[src/rtl/lv_rac_arb_if.sv]
// lv_rac_arb_if: requester / register-bank bundle around the register-access arbiter.
//   Requesters : OWT (0), SPI (1), WDG (2) level req + addr (+ wr/wdata for OWT/SPI),
//                one-cycle ack each, shared rdata/crc/err response.
//   Bank side  : req/wr/addr/wdata out, ack/rdata/crc in; o_tmo_err to the fault collector.
// slave modport = arbiter view, master modport = environment (requesters + bank) view.
interface lv_rac_arb_if #(
  parameter int REG_AW    = 7,
  parameter int REG_DW    = 8,
  parameter int REG_CRC_W = 8
);
  logic                 i_owt_rac_req, i_spi_rac_req, i_wdg_rac_req;
  logic                 i_owt_rac_wr, i_spi_rac_wr;
  logic [REG_AW-1:0]    i_owt_rac_addr, i_spi_rac_addr, i_wdg_rac_addr;
  logic [REG_DW-1:0]    i_owt_rac_wdata, i_spi_rac_wdata;
  logic                 o_rac_owt_ack, o_rac_spi_ack, o_rac_wdg_ack;
  logic [REG_DW-1:0]    o_rac_rdata;
  logic [REG_CRC_W-1:0] o_rac_crc;
  logic                 o_rac_err;
  logic                 o_bank_req, o_bank_wr;
  logic [REG_AW-1:0]    o_bank_addr;
  logic [REG_DW-1:0]    o_bank_wdata;
  logic                 i_bank_ack;
  logic [REG_DW-1:0]    i_bank_rdata;
  logic [REG_CRC_W-1:0] i_bank_crc;
  logic                 o_tmo_err;

  modport slave (
    input  i_owt_rac_req, i_spi_rac_req, i_wdg_rac_req, i_owt_rac_wr, i_spi_rac_wr,
           i_owt_rac_addr, i_spi_rac_addr, i_wdg_rac_addr, i_owt_rac_wdata, i_spi_rac_wdata,
           i_bank_ack, i_bank_rdata, i_bank_crc,
    output o_rac_owt_ack, o_rac_spi_ack, o_rac_wdg_ack, o_rac_rdata, o_rac_crc, o_rac_err,
           o_bank_req, o_bank_wr, o_bank_addr, o_bank_wdata, o_tmo_err
  );

  modport master (
    output i_owt_rac_req, i_spi_rac_req, i_wdg_rac_req, i_owt_rac_wr, i_spi_rac_wr,
           i_owt_rac_addr, i_spi_rac_addr, i_wdg_rac_addr, i_owt_rac_wdata, i_spi_rac_wdata,
           i_bank_ack, i_bank_rdata, i_bank_crc,
    input  o_rac_owt_ack, o_rac_spi_ack, o_rac_wdg_ack, o_rac_rdata, o_rac_crc, o_rac_err,
           o_bank_req, o_bank_wr, o_bank_addr, o_bank_wdata, o_tmo_err
  );
endinterface

[src/rtl/lv_rac_arb.sv]
// lv_rac_arb: round-robin arbiter sharing the register-bank port among OWT, SPI and WDG.
//   i_clk  : system clock
//   i_rst  : synchronous active-high reset
//   rac    : lv_rac_arb_if.slave -- requester handshakes, shared response bus, bank port,
//            and the o_tmo_err timeout pulse.
// One transaction at a time: IDLE arbitrates, ISSUE holds the bank request until the bank
// acks or the timeout expires, DONE is a one-cycle guard so a requester's registered req
// drop is never mistaken for a new request.
module lv_rac_arb #(
  parameter int REG_AW      = 7,
  parameter int REG_DW      = 8,
  parameter int REG_CRC_W   = 8,
  parameter int ACK_TMO_CYC = 16
) (
  input logic         i_clk,
  input logic         i_rst,
  lv_rac_arb_if.slave rac
);
  localparam int NREQ = 3;
  localparam logic [7:0] TMO_LAST = 8'(ACK_TMO_CYC - 1);

  typedef enum logic [1:0] {ST_IDLE, ST_ISSUE, ST_DONE} state_e;

  // requester index 0=OWT, 1=SPI, 2=WDG; WDG is read-only
  logic [NREQ-1:0]             req_vec, wr_vec;
  logic [NREQ-1:0][REG_AW-1:0] addr_vec;
  logic [NREQ-1:0][REG_DW-1:0] wdata_vec;

  assign req_vec   = {rac.i_wdg_rac_req, rac.i_spi_rac_req, rac.i_owt_rac_req};
  assign wr_vec    = {1'b0, rac.i_spi_rac_wr, rac.i_owt_rac_wr};
  assign addr_vec  = {rac.i_wdg_rac_addr, rac.i_spi_rac_addr, rac.i_owt_rac_addr};
  assign wdata_vec = {REG_DW'(0), rac.i_spi_rac_wdata, rac.i_owt_rac_wdata};

  state_e               state_q, state_d;
  logic [1:0]           last_grant_q, last_grant_d, grant_q, grant_d;
  logic [7:0]           tmo_cnt_q, tmo_cnt_d;
  logic                 bank_req_q, bank_req_d, bank_wr_q, bank_wr_d;
  logic [REG_AW-1:0]    bank_addr_q, bank_addr_d;
  logic [REG_DW-1:0]    bank_wdata_q, bank_wdata_d;
  logic [NREQ-1:0]      ack_q, ack_d;
  logic [REG_DW-1:0]    rdata_q, rdata_d;
  logic [REG_CRC_W-1:0] crc_q, crc_d;
  logic                 err_q, err_d, tmo_err_q, tmo_err_d;

  // round-robin pick: first requester found scanning from last_grant+1 (mod 3)
  logic [1:0] win;
  logic       win_vld;
  logic [2:0] cand;
  always_comb begin
    win     = 2'd0;
    win_vld = 1'b0;
    cand    = 3'd0;
    for (int k = 0; k < NREQ; k++) begin
      cand = {1'b0, last_grant_q} + 3'd1 + 3'(k);
      if (cand >= 3'd3) cand = cand - 3'd3;
      if (!win_vld && req_vec[cand[1:0]]) begin
        win     = cand[1:0];
        win_vld = 1'b1;
      end
    end
  end

  always_comb begin
    state_d      = state_q;
    last_grant_d = last_grant_q;
    grant_d      = grant_q;
    tmo_cnt_d    = tmo_cnt_q;
    bank_req_d   = bank_req_q;
    bank_wr_d    = bank_wr_q;
    bank_addr_d  = bank_addr_q;
    bank_wdata_d = bank_wdata_q;
    rdata_d      = rdata_q;
    crc_d        = crc_q;
    ack_d        = '0;
    err_d        = 1'b0;
    tmo_err_d    = 1'b0;
    case (state_q)
      ST_IDLE: if (win_vld) begin
        state_d      = ST_ISSUE;
        grant_d      = win;
        last_grant_d = win;
        tmo_cnt_d    = '0;
        bank_req_d   = 1'b1;
        bank_wr_d    = wr_vec[win];
        bank_addr_d  = addr_vec[win];
        bank_wdata_d = wdata_vec[win];
      end
      ST_ISSUE: begin
        tmo_cnt_d = tmo_cnt_q + 8'd1;
        // ack is checked first so an ack on the terminal count still completes normally
        if (rac.i_bank_ack) begin
          rdata_d          = rac.i_bank_rdata;
          crc_d            = rac.i_bank_crc;
          ack_d[grant_q]   = 1'b1;
          bank_req_d       = 1'b0;
          bank_wr_d        = 1'b0;
          tmo_cnt_d        = '0;
          state_d          = ST_DONE;
        end else if (tmo_cnt_q == TMO_LAST) begin
          rdata_d          = '0;
          crc_d            = '0;
          err_d            = 1'b1;
          tmo_err_d        = 1'b1;
          ack_d[grant_q]   = 1'b1;
          bank_req_d       = 1'b0;
          bank_wr_d        = 1'b0;
          tmo_cnt_d        = '0;
          state_d          = ST_DONE;
        end
      end
      ST_DONE: state_d = ST_IDLE;
      default: state_d = ST_IDLE;
    endcase
  end

  always_ff @(posedge i_clk) begin
    if (i_rst) begin
      state_q      <= ST_IDLE;
      last_grant_q <= 2'd2;
      grant_q      <= 2'd0;
      tmo_cnt_q    <= '0;
      bank_req_q   <= 1'b0;
      bank_wr_q    <= 1'b0;
      bank_addr_q  <= '0;
      bank_wdata_q <= '0;
      ack_q        <= '0;
      rdata_q      <= '0;
      crc_q        <= '0;
      err_q        <= 1'b0;
      tmo_err_q    <= 1'b0;
    end else begin
      state_q      <= state_d;
      last_grant_q <= last_grant_d;
      grant_q      <= grant_d;
      tmo_cnt_q    <= tmo_cnt_d;
      bank_req_q   <= bank_req_d;
      bank_wr_q    <= bank_wr_d;
      bank_addr_q  <= bank_addr_d;
      bank_wdata_q <= bank_wdata_d;
      ack_q        <= ack_d;
      rdata_q      <= rdata_d;
      crc_q        <= crc_d;
      err_q        <= err_d;
      tmo_err_q    <= tmo_err_d;
    end
  end

  assign rac.o_rac_owt_ack = ack_q[0];
  assign rac.o_rac_spi_ack = ack_q[1];
  assign rac.o_rac_wdg_ack = ack_q[2];
  assign rac.o_rac_rdata   = rdata_q;
  assign rac.o_rac_crc     = crc_q;
  assign rac.o_rac_err     = err_q;
  assign rac.o_bank_req    = bank_req_q;
  assign rac.o_bank_wr     = bank_wr_q;
  assign rac.o_bank_addr   = bank_addr_q;
  assign rac.o_bank_wdata  = bank_wdata_q;
  assign rac.o_tmo_err     = tmo_err_q;
endmodule
[src/flat_wrapper.sv]
// flat-port wrapper written by rule: the top's interface ports become plain ports
module lv_rac_arb_flat 
#(
  parameter int REG_AW      = 7,
  parameter int REG_DW      = 8,
  parameter int REG_CRC_W   = 8,
  parameter int ACK_TMO_CYC = 16
)
  (i_clk, i_rst, rac_i_owt_rac_req, rac_i_spi_rac_req, rac_i_wdg_rac_req, rac_i_owt_rac_wr, rac_i_spi_rac_wr, rac_i_owt_rac_addr, rac_i_spi_rac_addr, rac_i_wdg_rac_addr, rac_i_owt_rac_wdata, rac_i_spi_rac_wdata, rac_i_bank_ack, rac_i_bank_rdata, rac_i_bank_crc, rac_o_rac_owt_ack, rac_o_rac_spi_ack, rac_o_rac_wdg_ack, rac_o_rac_rdata, rac_o_rac_crc, rac_o_rac_err, rac_o_bank_req, rac_o_bank_wr, rac_o_bank_addr, rac_o_bank_wdata, rac_o_tmo_err);
  lv_rac_arb_if #(.REG_AW(REG_AW), .REG_DW(REG_DW), .REG_CRC_W(REG_CRC_W)) rac_i ();
  input logic i_clk;
  input logic i_rst;
  input wire logic [$bits(rac_i.i_owt_rac_req)-1:0] rac_i_owt_rac_req;
  input wire logic [$bits(rac_i.i_spi_rac_req)-1:0] rac_i_spi_rac_req;
  input wire logic [$bits(rac_i.i_wdg_rac_req)-1:0] rac_i_wdg_rac_req;
  input wire logic [$bits(rac_i.i_owt_rac_wr)-1:0] rac_i_owt_rac_wr;
  input wire logic [$bits(rac_i.i_spi_rac_wr)-1:0] rac_i_spi_rac_wr;
  input wire logic [$bits(rac_i.i_owt_rac_addr)-1:0] rac_i_owt_rac_addr;
  input wire logic [$bits(rac_i.i_spi_rac_addr)-1:0] rac_i_spi_rac_addr;
  input wire logic [$bits(rac_i.i_wdg_rac_addr)-1:0] rac_i_wdg_rac_addr;
  input wire logic [$bits(rac_i.i_owt_rac_wdata)-1:0] rac_i_owt_rac_wdata;
  input wire logic [$bits(rac_i.i_spi_rac_wdata)-1:0] rac_i_spi_rac_wdata;
  input wire logic [$bits(rac_i.i_bank_ack)-1:0] rac_i_bank_ack;
  input wire logic [$bits(rac_i.i_bank_rdata)-1:0] rac_i_bank_rdata;
  input wire logic [$bits(rac_i.i_bank_crc)-1:0] rac_i_bank_crc;
  output wire logic [$bits(rac_i.o_rac_owt_ack)-1:0] rac_o_rac_owt_ack;
  output wire logic [$bits(rac_i.o_rac_spi_ack)-1:0] rac_o_rac_spi_ack;
  output wire logic [$bits(rac_i.o_rac_wdg_ack)-1:0] rac_o_rac_wdg_ack;
  output wire logic [$bits(rac_i.o_rac_rdata)-1:0] rac_o_rac_rdata;
  output wire logic [$bits(rac_i.o_rac_crc)-1:0] rac_o_rac_crc;
  output wire logic [$bits(rac_i.o_rac_err)-1:0] rac_o_rac_err;
  output wire logic [$bits(rac_i.o_bank_req)-1:0] rac_o_bank_req;
  output wire logic [$bits(rac_i.o_bank_wr)-1:0] rac_o_bank_wr;
  output wire logic [$bits(rac_i.o_bank_addr)-1:0] rac_o_bank_addr;
  output wire logic [$bits(rac_i.o_bank_wdata)-1:0] rac_o_bank_wdata;
  output wire logic [$bits(rac_i.o_tmo_err)-1:0] rac_o_tmo_err;
  assign rac_i.i_owt_rac_req = rac_i_owt_rac_req;
  assign rac_i.i_spi_rac_req = rac_i_spi_rac_req;
  assign rac_i.i_wdg_rac_req = rac_i_wdg_rac_req;
  assign rac_i.i_owt_rac_wr = rac_i_owt_rac_wr;
  assign rac_i.i_spi_rac_wr = rac_i_spi_rac_wr;
  assign rac_i.i_owt_rac_addr = rac_i_owt_rac_addr;
  assign rac_i.i_spi_rac_addr = rac_i_spi_rac_addr;
  assign rac_i.i_wdg_rac_addr = rac_i_wdg_rac_addr;
  assign rac_i.i_owt_rac_wdata = rac_i_owt_rac_wdata;
  assign rac_i.i_spi_rac_wdata = rac_i_spi_rac_wdata;
  assign rac_i.i_bank_ack = rac_i_bank_ack;
  assign rac_i.i_bank_rdata = rac_i_bank_rdata;
  assign rac_i.i_bank_crc = rac_i_bank_crc;
  assign rac_o_rac_owt_ack = rac_i.o_rac_owt_ack;
  assign rac_o_rac_spi_ack = rac_i.o_rac_spi_ack;
  assign rac_o_rac_wdg_ack = rac_i.o_rac_wdg_ack;
  assign rac_o_rac_rdata = rac_i.o_rac_rdata;
  assign rac_o_rac_crc = rac_i.o_rac_crc;
  assign rac_o_rac_err = rac_i.o_rac_err;
  assign rac_o_bank_req = rac_i.o_bank_req;
  assign rac_o_bank_wr = rac_i.o_bank_wr;
  assign rac_o_bank_addr = rac_i.o_bank_addr;
  assign rac_o_bank_wdata = rac_i.o_bank_wdata;
  assign rac_o_tmo_err = rac_i.o_tmo_err;
  lv_rac_arb #(.REG_AW(REG_AW), .REG_DW(REG_DW), .REG_CRC_W(REG_CRC_W), .ACK_TMO_CYC(ACK_TMO_CYC)) u_core (.i_clk(i_clk), .i_rst(i_rst), .rac(rac_i));
endmodule
[config.mk]
export PLATFORM = sky130hd
export DESIGN_NAME = lv_rac_arb_flat
export DESIGN_NICKNAME = d
export VERILOG_FILES = /design/src/rtl/lv_rac_arb_if.sv /design/src/rtl/lv_rac_arb.sv /design/src/flat_wrapper.sv
export SDC_FILE = /design/constraint.sdc
export NUM_CORES = 1
export LEC_CHECK = 0
export CORE_MARGIN = 2
export CORE_UTILIZATION = 45
export CTS_BUF_LIST = sky130_fd_sc_hd__clkbuf_8 sky130_fd_sc_hd__clkbuf_16
export DETAILED_ROUTE_END_ITERATION = 7
export HOLD_SLACK_MARGIN = 0.12
export PLACE_DENSITY = 0.85
export SYNTH_ARGS = -nofsm -noshare
export SYNTH_HDL_FRONTEND = slang
export SYNTH_SLANG_ARGS = --single-unit
[constraint.sdc]
create_clock -name i_clk -period 6.98 [get_ports i_clk]
set_input_delay 1.396 -clock i_clk [delete_from_list [all_inputs] [get_ports i_clk]]
set_output_delay 1.396 -clock i_clk [all_outputs]
set_load 0.005 [all_outputs]
==> summary.txt, run 1 <==
Layout
  • Non-filler cells, final: 411
  • Commonest non-fill, non-tap cell in the layout: clkdlybuf4s50_1
  • Fin area: ~0.0034 mm^2
  • Fraction of layout cells with a size suffix above 1: approximately 5.8%
  • Post-layout nets: approximately 410
  • Layout area overhead: 46.75%
  • # diodes: 0
  • Most frequent cells in the layout: 98 x clkdlybuf4s50_1, 50 x dfxtp_1, 41 x nor2_1

Synthesis
  • Flops & latches, synth: 50
  • Ys async rst share: 0%
  • Synthesized instance count: ~250
  • Unique masters post-synth: 44
  • Post-synth EDFFs: 0
  • Dominant cell type by area after synthesis: dfxtp_1
  • Mapped Nets: about 320
  • Mapped Area: roughly 0.0023 mm^2
  • Top-area cell type share of the netlist area: a little over two fifths
  • Top cells by area, synth: dfxtp_1 44%, mux2i_1 8.3%, nor2_1 6.7%, o2bb2ai_1 5.7%, a22oi_1 5.2%
  • Syn Area/Cell: 9.137 um^2
  • Seq/Total Area, Yosys: a little over two fifths
  • Main synth FF type: dfxtp_1
  • Yosys warnings: 0

GRT
  • Global-route wire length before repair: 9591 um
  • Tot GR Track Use: between 20% and 30%
  • GR Overflow Total: 0
  • Number of global-route vias before repair: 2104
  • Initial antenna violation count: 0
  • Largest net degree at the start of global routing: 35

CTS
  • Clock Sinks: 50
  • CTS buffer count: 5
  • Post-CTS Setup Bufs: 0
  • CTS tree: yes
  • Clk_lat worst skew: ~0.31 ns
  • Worst-path clk slew: ~0.09 ns
  • Max clock buf depth: 2
  • Htree depth: 2
  • CTS resizes: 0
  • Hold-fix buffers at CTS: 0
  • CTS root buffer: clkbuf_8

STA
  • Slew Viols, Final: 0
  • Worst-Margin Slew: 0.9022 ns
  • Fmax achieved: 289.2 MHz
  • Final Setup Violations: 0
  • Max-slew headroom at the worst pin: between 30% and 40%
  • Minimum clock period: 3.458 ns
  • Final period util: 49.54%
  • Fin. Hold Viols: 0
  • Setup Skew: between 0.009 and 0.01 ns
  • RSZ-0062 raised after global routing: false
  • Fin Setup TNS: 0 ns

Placement
  • Gp weighted congestion: between 0.8 and 0.9
  • I/O Buffers: 98
  • Dpl cells: just over 400
  • Dpl cell area: roughly 0.0033 mm^2
  • Post-DP HPWL: 4487 um

Route
  • DR vias/cell: ~5.2
  • Initial drt markers: 166
  • DRT Pass-1 Iters: 4
  • Wire length per cell: about 15 um
  • ANT nets after route: 0
  • Via count: 2156
  • Total routed wirelength: 6150 um
  • Drt drc: 0

Critical path
  • Crit-path leading delay family: compound AO/OA/AOI/OAI gates
  • Crit path max-delay cell type: o21a_1
  • Worst Path Arrival: between 3 and 4 ns
  • Crit-path max FO: 16
  • WP buf/inv: 1
  • CP max stage delay: approximately 0.78 ns
  • Crit end category: flip-flop
  • Critical path cell sequence: clkdlybuf4s50_1, and4b_2, o31ai_1, o21a_1, mux2i_1, o2bb2ai_1
  • Worst EP required: a little over 7 ns
  • CP Launch Type: primary input
  • CP Class: in -> reg

Power
  • Worst VDD drop: roughly 0.00018 V
  • LEAKAGE: 1.300 nW
  • Power per cell area: around 320 mW/mm^2

Floorplanning
  • Top Ports: 99
  • FP Rows: 25
  • Die area: between 0.005 and 0.006 mm^2
  • Die width: about 75 um
  • Core Area: 0.004817 mm^2
  • Starting Density: a little under half
  • Die H: between 70 and 80 um

Status
  • Status: finished clean

Worst hold path
  • HP Class: reg -> reg

Run
  • Max-cap violation count: 0
==> final timing paths <==
check	end	cells after the start	slack [ns]	from
max	u_core.rac.o_bank_addr[2]	6	3.52	rac_i_wdg_rac_req
min	u_core.rac.o_bank_wdata[6]	1	0.47	u_core.rac.o_bank_wdata[6]
max reg2reg	u_core.rac.o_bank_addr[2]	8	3.92	u_core.last_grant_q[0]
min reg2reg	u_core.rac.o_bank_wdata[6]	1	0.47	u_core.rac.o_bank_wdata[6]
==> metal layers <==
layer,part of all wire (%),GRT usage (%),routed length [um]
met3,7.0,7.407,429
met2,47,34.40,2911
met5,0,0,0
met4,1.9,6.823,116
met1,44,28.59,2693
==> sequential cells by signal, summed over array words and instances, names as in the netlist <==
register,count
u_core.rac.o_bank_req,1
u_core.grant_q,1
u_core.rac.o_bank_wr,1
u_core.ack_q,3
u_core.rac.o_bank_wdata,8
u_core.last_grant_q,2
u_core.rac.o_rac_crc,8
u_core.rac.o_rac_err,1
u_core.rac.o_rac_rdata,8
u_core.tmo_cnt_q,8
u_core.state_q,2
u_core.rac.o_bank_addr,7
==> layout make-up <==
type,count,area [um^2]
clock inverter,3,18.77
tap,67,83.83
clock buffer,5,68.82
timing repair buffer,100,996.0
multi-input combinational,181,1179
inverter,5,18.77
sequential,50,1001
fill,383,1451
==> synthesized netlist by cell type (all sizes together), types with 2 or more instances <==
cell,number
a21oi,4
a22oi,16
a311oi,4
and2,2
and3,3
buf,5
clkbuf,10
dfxtp,50
ha,4
inv,5
mux2i,19
nand2,17
nand2b,5
nand3,5
nor2,43
nor2b,2
nor3,8
nor4,5
o21a,2
o21ai,10
o2bb2ai,15
or3,2
xnor2,3
==> logic make-up (layout without fill, tap and decap cells) <==
family	count (synthesis)	count (layout)	synth area share (%)
mux	20	20	8.783
compound gates	59	59	19.26
fa+ha+maj	4	4	2.182
xor+xnor	3	3	1.146
simple gates	95	95	20.02
flops	50	50	43.64
buf+inv	20	113	4.965
==> per-stage QoR <==
| stage | util [%] | total power, mW | setup WS (ns) | hold slack [ns] |
|---|---|---|---|---|
| 3_5_place_dp | 68.05 | 0.9125 | 3.197 | 0.4475 |
| 2_1_floorplan | - | 0.7163 | 4.171 | 0.4406 |
| 3_3_place_gp | 68.05 | 0.9047 | 3.249 | 0.4446 |
| 6_report | 69.87 | 1.081 | 3.522 | 0.4727 |
| 5_1_grt | 69.87 | 1.153 | 3.356 | 0.4895 |
| 4_1_cts | 69.87 | 1.087 | 3.521 | 0.4743 |
==> where the power goes <==
part | total [mW] | switching, mW | internal, mW
Combinational | 0.510 | 0.249 | 0.261
Sequential | 0.401 | 0.0474 | 0.354
Clock | 0.169 | 0.0985 | 0.0707
Note: power is estimated with default switching activity, not from simulation.
==> run 2: changes to the inputs <==
CORE_UTILIZATION = 42   (was 45)
PLACE_DENSITY = 0.8   (was 0.85)
clock period = 3.53 ns   (was 6.98 ns; I/O delays follow)
==> run 2 against run 1 <==
Clock-buffer cell count stayed put. First-iteration DRC count is 51% lower. Worst hold slack worse by 0.0015 ns. Global-route usage shrank 2.8 points. Sequential cell count unchanged. Combinational power up 96%. Core utilization fell by 4.6 points. Setup slack worse by 2.9 ns. Clock skew increased by 0.0056 ns. Non-clock buffer count stayed put. Largest cell class unchanged.
==> summary.txt, run 2 (synthesized netlist as in run 1, its figures left out) <==
GRT
  • Number of global-route vias before repair: slightly above 2000
  • Tot GR Track Use: between 10% and 20%
  • Global-route wire length before repair: 9466 um
  • Initial antenna violation count: 0
  • Largest net degree at the start of global routing: 34
  • GR Overflow Total: 0

STA
  • Final Setup Violations: 0
  • Minimum clock period: between 2 and 3 ns
  • Worst-Margin Slew: a little over 1 ns
  • Slew Viols, Final: 0
  • Fin. Hold Viols: 0
  • Max-slew headroom at the worst pin: 32.60%
  • Setup Skew: approximately 0.015 ns
  • Final period util: 83.08%
  • Fmax achieved: roughly 340 MHz
  • Fin Setup TNS: 0 ns
  • RSZ-0062 raised after global routing: false

Placement
  • I/O Buffers: 98
  • Post-DP HPWL: 4256 um
  • Dpl cell area: between 0.003 and 0.004 mm^2
  • Gp weighted congestion: 0.8295

Floorplanning
  • Die area: between 0.006 and 0.007 mm^2
  • Die H: around 80 um
  • Starting Density: 44.34%
  • Core Area: 0.005172 mm^2
  • FP Rows: 26
  • Die width: slightly below 80 um
  • Top Ports: between 90 and 100

Route
  • Total routed wirelength: just under 6000 um
  • Drt drc: 0
  • ANT nets after route: 0
  • Met1 Routed Length: around 2700 um
  • Via count: around 2200
  • Uppermost layer routed: met4
  • DRT Pass-1 Iters: 4
  • Wire length per cell: 14.36 um
  • Routed wire length on met3: roughly 420 um
  • Initial drt markers: 81
  • DR vias/cell: approximately 5.2
  • DR WL met2: about 2800 um

CTS
  • Clk_lat worst skew: roughly 0.31 ns
  • Max clock buf depth: 2
  • CTS tree: yes
  • CTS root buffer: clkbuf_8
  • CTS resizes: 0
  • CTS buffer count: 5
  • Clock Sinks: 50
  • Post-CTS Setup Bufs: 0
  • Hold-fix buffers at CTS: 0
  • Worst-path clk slew: 0.09 ns
  • Htree depth: 2

Critical path
  • Critical path cell sequence: inv_1, ha_1, and2_2, o21a_1, nor4_1, nor3_2, nor2_4, and3_1
  • WP buf/inv: 1
  • CP Class: reg -> reg
  • Worst Path Arrival: ~3.2 ns
  • CP Launch Type: flip-flop
  • Crit end category: flip-flop
  • Worst EP required: about 3.8 ns
  • Crit-path max FO: 17
  • CP max stage delay: 0.55 ns
  • Crit-path leading delay family: simple AND/OR/NAND/NOR gates
  • Crit path max-delay cell type: nor4_1

Worst hold path
  • HP Class: reg -> reg

Layout
  • Most frequent cells in the layout: 98 x clkdlybuf4s50_1, 50 x dfxtp_1, 41 x nor2_1
  • Post-layout nets: between 400 and 500
  • # diodes: 0
  • # fillers: roughly 450
  • Layout area overhead: 47.14%
  • Fraction of layout cells with a size suffix above 1: between 6 and 7%
  • Fin area: roughly 0.0034 mm^2
  • Commonest non-fill, non-tap cell in the layout: clkdlybuf4s50_1

Power
  • LEAKAGE: 1.301 nW
  • Power per cell area: ~630 mW/mm^2
  • Worst VDD drop: roughly 0.00032 V

Run
  • Max-cap violation count: 0

Status
  • Status: finished clean
-- run 2: worst register-to-register path: cells and delay by family (launching register included) --
family / cells / cell delay [ns]
buffers and inverters: 1 / 0.15
flip-flops: 1 / 0.47
AO/OA/AOI/OAI: 1 / 0.22
AND/OR/NAND/NOR: 5 / 1.57
adder cells (fa/ha/maj): 1 / 0.48
-- run 2: area by class of cell --
cell class | instances | area, um^2 | share of cell area, %
multi-input combinational | 181 | 1184 | 35.08
sequential | 50 | 1001 | 29.66
timing repair buffer | 100 | 996.0 | 29.51
tap | 70 | 87.58 | 2.595
clock buffer | 5 | 68.82 | 2.039
clock inverter | 3 | 18.77 | 0.5562
inverter | 5 | 18.77 | 0.5562
-- run 2: per-stage QoR --
stage	hold slack [ns]	util [%]	cells	worst slack [ns]	total power [mW]
3_5_place_dp	0.4503	63.55	406	0.5948	1.802
4_1_cts	0.4758	65.24	414	0.5895	2.136
5_1_grt	0.4915	65.24	414	0.3943	2.273
3_3_place_gp	0.4437	63.55	406	0.7612	1.785
6_report	0.4712	65.24	414	0.5973	2.124
2_1_floorplan	0.4406	-	251	1.097	1.416
-- run 2: where the power goes --
| group | total, mW | internal, mW | switching, mW |
|---|---|---|---|
| Combinational | 1.00 | 0.518 | 0.486 |
| Clock | 0.330 | 0.140 | 0.191 |
| Sequential | 0.790 | 0.700 | 0.0898 |
-- run 2: metal layers --
metal / GRT usage [%] / vias up
met5: 0 / -
li1: - / 1083
met3: 6.047 / 6
met2: 30.69 / 71
met4: 4.737 / 0
met1: 24.98 / 994
-- run 2: path summary, 6_finish.rpt --
check | startpoint | endpoint | slack [ns] | cells past startpoint
setup / recovery | u_core.last_grant_q[0] | u_core.tmo_cnt_q[6] | 0.60 | 8
hold reg to reg | u_core.rac.o_bank_wdata[1] | u_core.rac.o_bank_wdata[1] | 0.47 | 1
hold / removal | u_core.rac.o_bank_wdata[1] | u_core.rac.o_bank_wdata[1] | 0.47 | 1
setup reg to reg | u_core.last_grant_q[0] | u_core.tmo_cnt_q[6] | 0.60 | 8
==> run 3: changes to the inputs <==
CORE_UTILIZATION = 38   (was 42)
PLACE_DENSITY = 0.76   (was 0.8)
clock period = 2.45 ns   (was 3.53 ns; I/O delays follow)
==> run 3 against run 2 <==
Sequential share of layout area fell by 1.1 points. Final cell count rose by 3.4%. Register-to-register slack worse by 0.48 ns. First-iteration DRC count is 30% lower. Sequential cell count unchanged. Largest cell class unchanged.
==> summary.txt, run 3 (synthesized netlist as in run 1, its figures left out) <==
Status
  • Status: finished clean

CTS
  • CTS root buffer: clkbuf_8
  • CTS buffer count: 5
  • Hold-fix buffers at CTS: 0
  • Htree depth: 2
  • Max clock buf depth: 2
  • Clk_lat worst skew: roughly 0.30 ns
  • Worst-path clk slew: 0.09 ns
  • Post-CTS Setup Bufs: 0
  • CTS resizes: 0
  • Clock Sinks: 50
  • CTS tree: yes

Route
  • DRT Pass-1 Iters: 4
  • Via count: about 2200
  • DR vias/cell: roughly 5.1
  • Wire length per cell: 14.19 um
  • Initial drt markers: 57
  • ANT nets after route: 0
  • Total routed wirelength: between 6000 and 7000 um
  • Drt drc: 0

STA
  • Fmax achieved: between 400 and 500 MHz
  • RSZ-0062 raised after global routing: false
  • Max-slew headroom at the worst pin: between 50% and 60%
  • Setup Skew: 0.007932 ns
  • Final Setup Violations: 0
  • Fin Setup TNS: 0 ns
  • Final period util: a little over nine tenths
  • Slew Viols, Final: 0
  • Worst-Margin Slew: between 0.7 and 0.8 ns
  • Fin. Hold Viols: 0
  • Minimum clock period: roughly 2.3 ns

GRT
  • Number of global-route vias before repair: around 2200
  • GR Overflow Total: 0
  • Largest net degree at the start of global routing: 34
  • Tot GR Track Use: between 10% and 20%
  • Initial antenna violation count: 0
  • Global-route wire length before repair: a little under 10000 um

Floorplanning
  • FP Rows: 28
  • Core Area: around 0.006 mm^2
  • Die area: approximately 0.0067 mm^2
  • Top Ports: 99
  • Die width: 81.69 um
  • Starting Density: approximately two fifths
  • Die H: ~82 um

Critical path
  • R2R cell count: 10
  • Crit end category: flip-flop
  • Worst EP required: approximately 2.6 ns
  • CP Class: reg -> reg
  • CP Launch Type: flip-flop
  • Crit-path max FO: 16
  • Worst Path Arrival: ~2.5 ns

Worst hold path
  • HP Class: reg -> reg
  • Hold Path Stages: 1

Layout
  • # fillers: 538
  • Fraction of layout cells with a size suffix above 1: under 10%
  • Area occupied by multi-input gates: 0.001205 mm^2
  • Most frequent cells in the layout: 98 x clkdlybuf4s50_1, 50 x dfxtp_1, 41 x nor2_1
  • Reg area: between 0.001 and 0.0015 mm^2
  • Layout area overhead: 52.86%
  • # diodes: 0
  • Commonest non-fill, non-tap cell in the layout: clkdlybuf4s50_1
  • Post-layout nets: 417

Power
  • LEAKAGE: between 1 and 1.5 nW
  • Power per cell area: approximately 930 mW/mm^2
  • Worst VDD drop: 0.0005450 V
  • Final Power: roughly 3.3 mW

Placement
  • I/O Buffers: 98
  • Post-DP HPWL: between 4000 and 5000 um
  • Gp weighted congestion: approximately 0.84

Run
  • Max-cap violation count: 0
## run 3: worst paths after layout
| kind | start | slack, ns | end |
|---|---|---|---|
| hold / removal | u_core.rac.o_bank_wdata[4] | 0.47 | u_core.rac.o_bank_wdata[4] |
| hold reg to reg | u_core.rac.o_bank_wdata[4] | 0.47 | u_core.rac.o_bank_wdata[4] |
| setup / recovery | u_core.last_grant_q[1] | 0.12 | u_core.rac.o_bank_wdata[2] |
| setup reg to reg | u_core.last_grant_q[1] | 0.12 | u_core.rac.o_bank_wdata[2] |
## run 3: critical path, cell delays in order, from the launching register on
cell and delay, ns:
dfxtp_1 0.38, inv_1 0.10, ha_4 0.28, buf_6 0.13, nor2_2 0.05, o21a_1 0.21, or3_4 0.40, o21a_1 0.23
buf_12 0.17, mux2i_1 0.19, o2bb2ai_1 0.08
## run 3: where the power goes
| group | switching [mW] | total (mW) | internal (mW) |
|---|---|---|---|
| sequential | 0.126 | 1.14 | 1.01 |
| combinational | 0.755 | 1.64 | 0.884 |
| clock | 0.272 | 0.499 | 0.227 |
## run 3: area by class of cell
cell class / count / area share [%]
Clock buffer: 6 / 2.355
Clock inverter: 2 / 0.3569
Inverter: 5 / 0.5353
Multi-Input combinational cell: 181 / 34.37
Sequential cell: 50 / 28.55
Tap cell: 75 / 2.677
Timing Repair Buffer: 109 / 31.16
## run 3: stage by stage
step | util [%] | std cells | hold WS (ns) | area [um^2] | worst slack (ns)
after floorplan | - | 251 | 0.4406 | 2293 | 0.01713
after global placement | 57.53 | 420 | 0.4442 | 3386 | -0.001263
after detailed placement | 57.53 | 420 | 0.4457 | 3386 | -0.03010
after CTS | 59.14 | 428 | 0.4725 | 3481 | 0.04394
after global routing | 59.57 | 428 | 0.4881 | 3506 | 0.001750
final | 59.57 | 428 | 0.4696 | 3506 | 0.1180
## run 3: per-layer routing
metal  GRT usage, %  up-vias  wire [um]
met5              0        -          0
met2          32.05       57       3038
met4          7.500        0        105
met3          4.286        8        312
li1               -     1103          -
met1          21.93     1033       2617
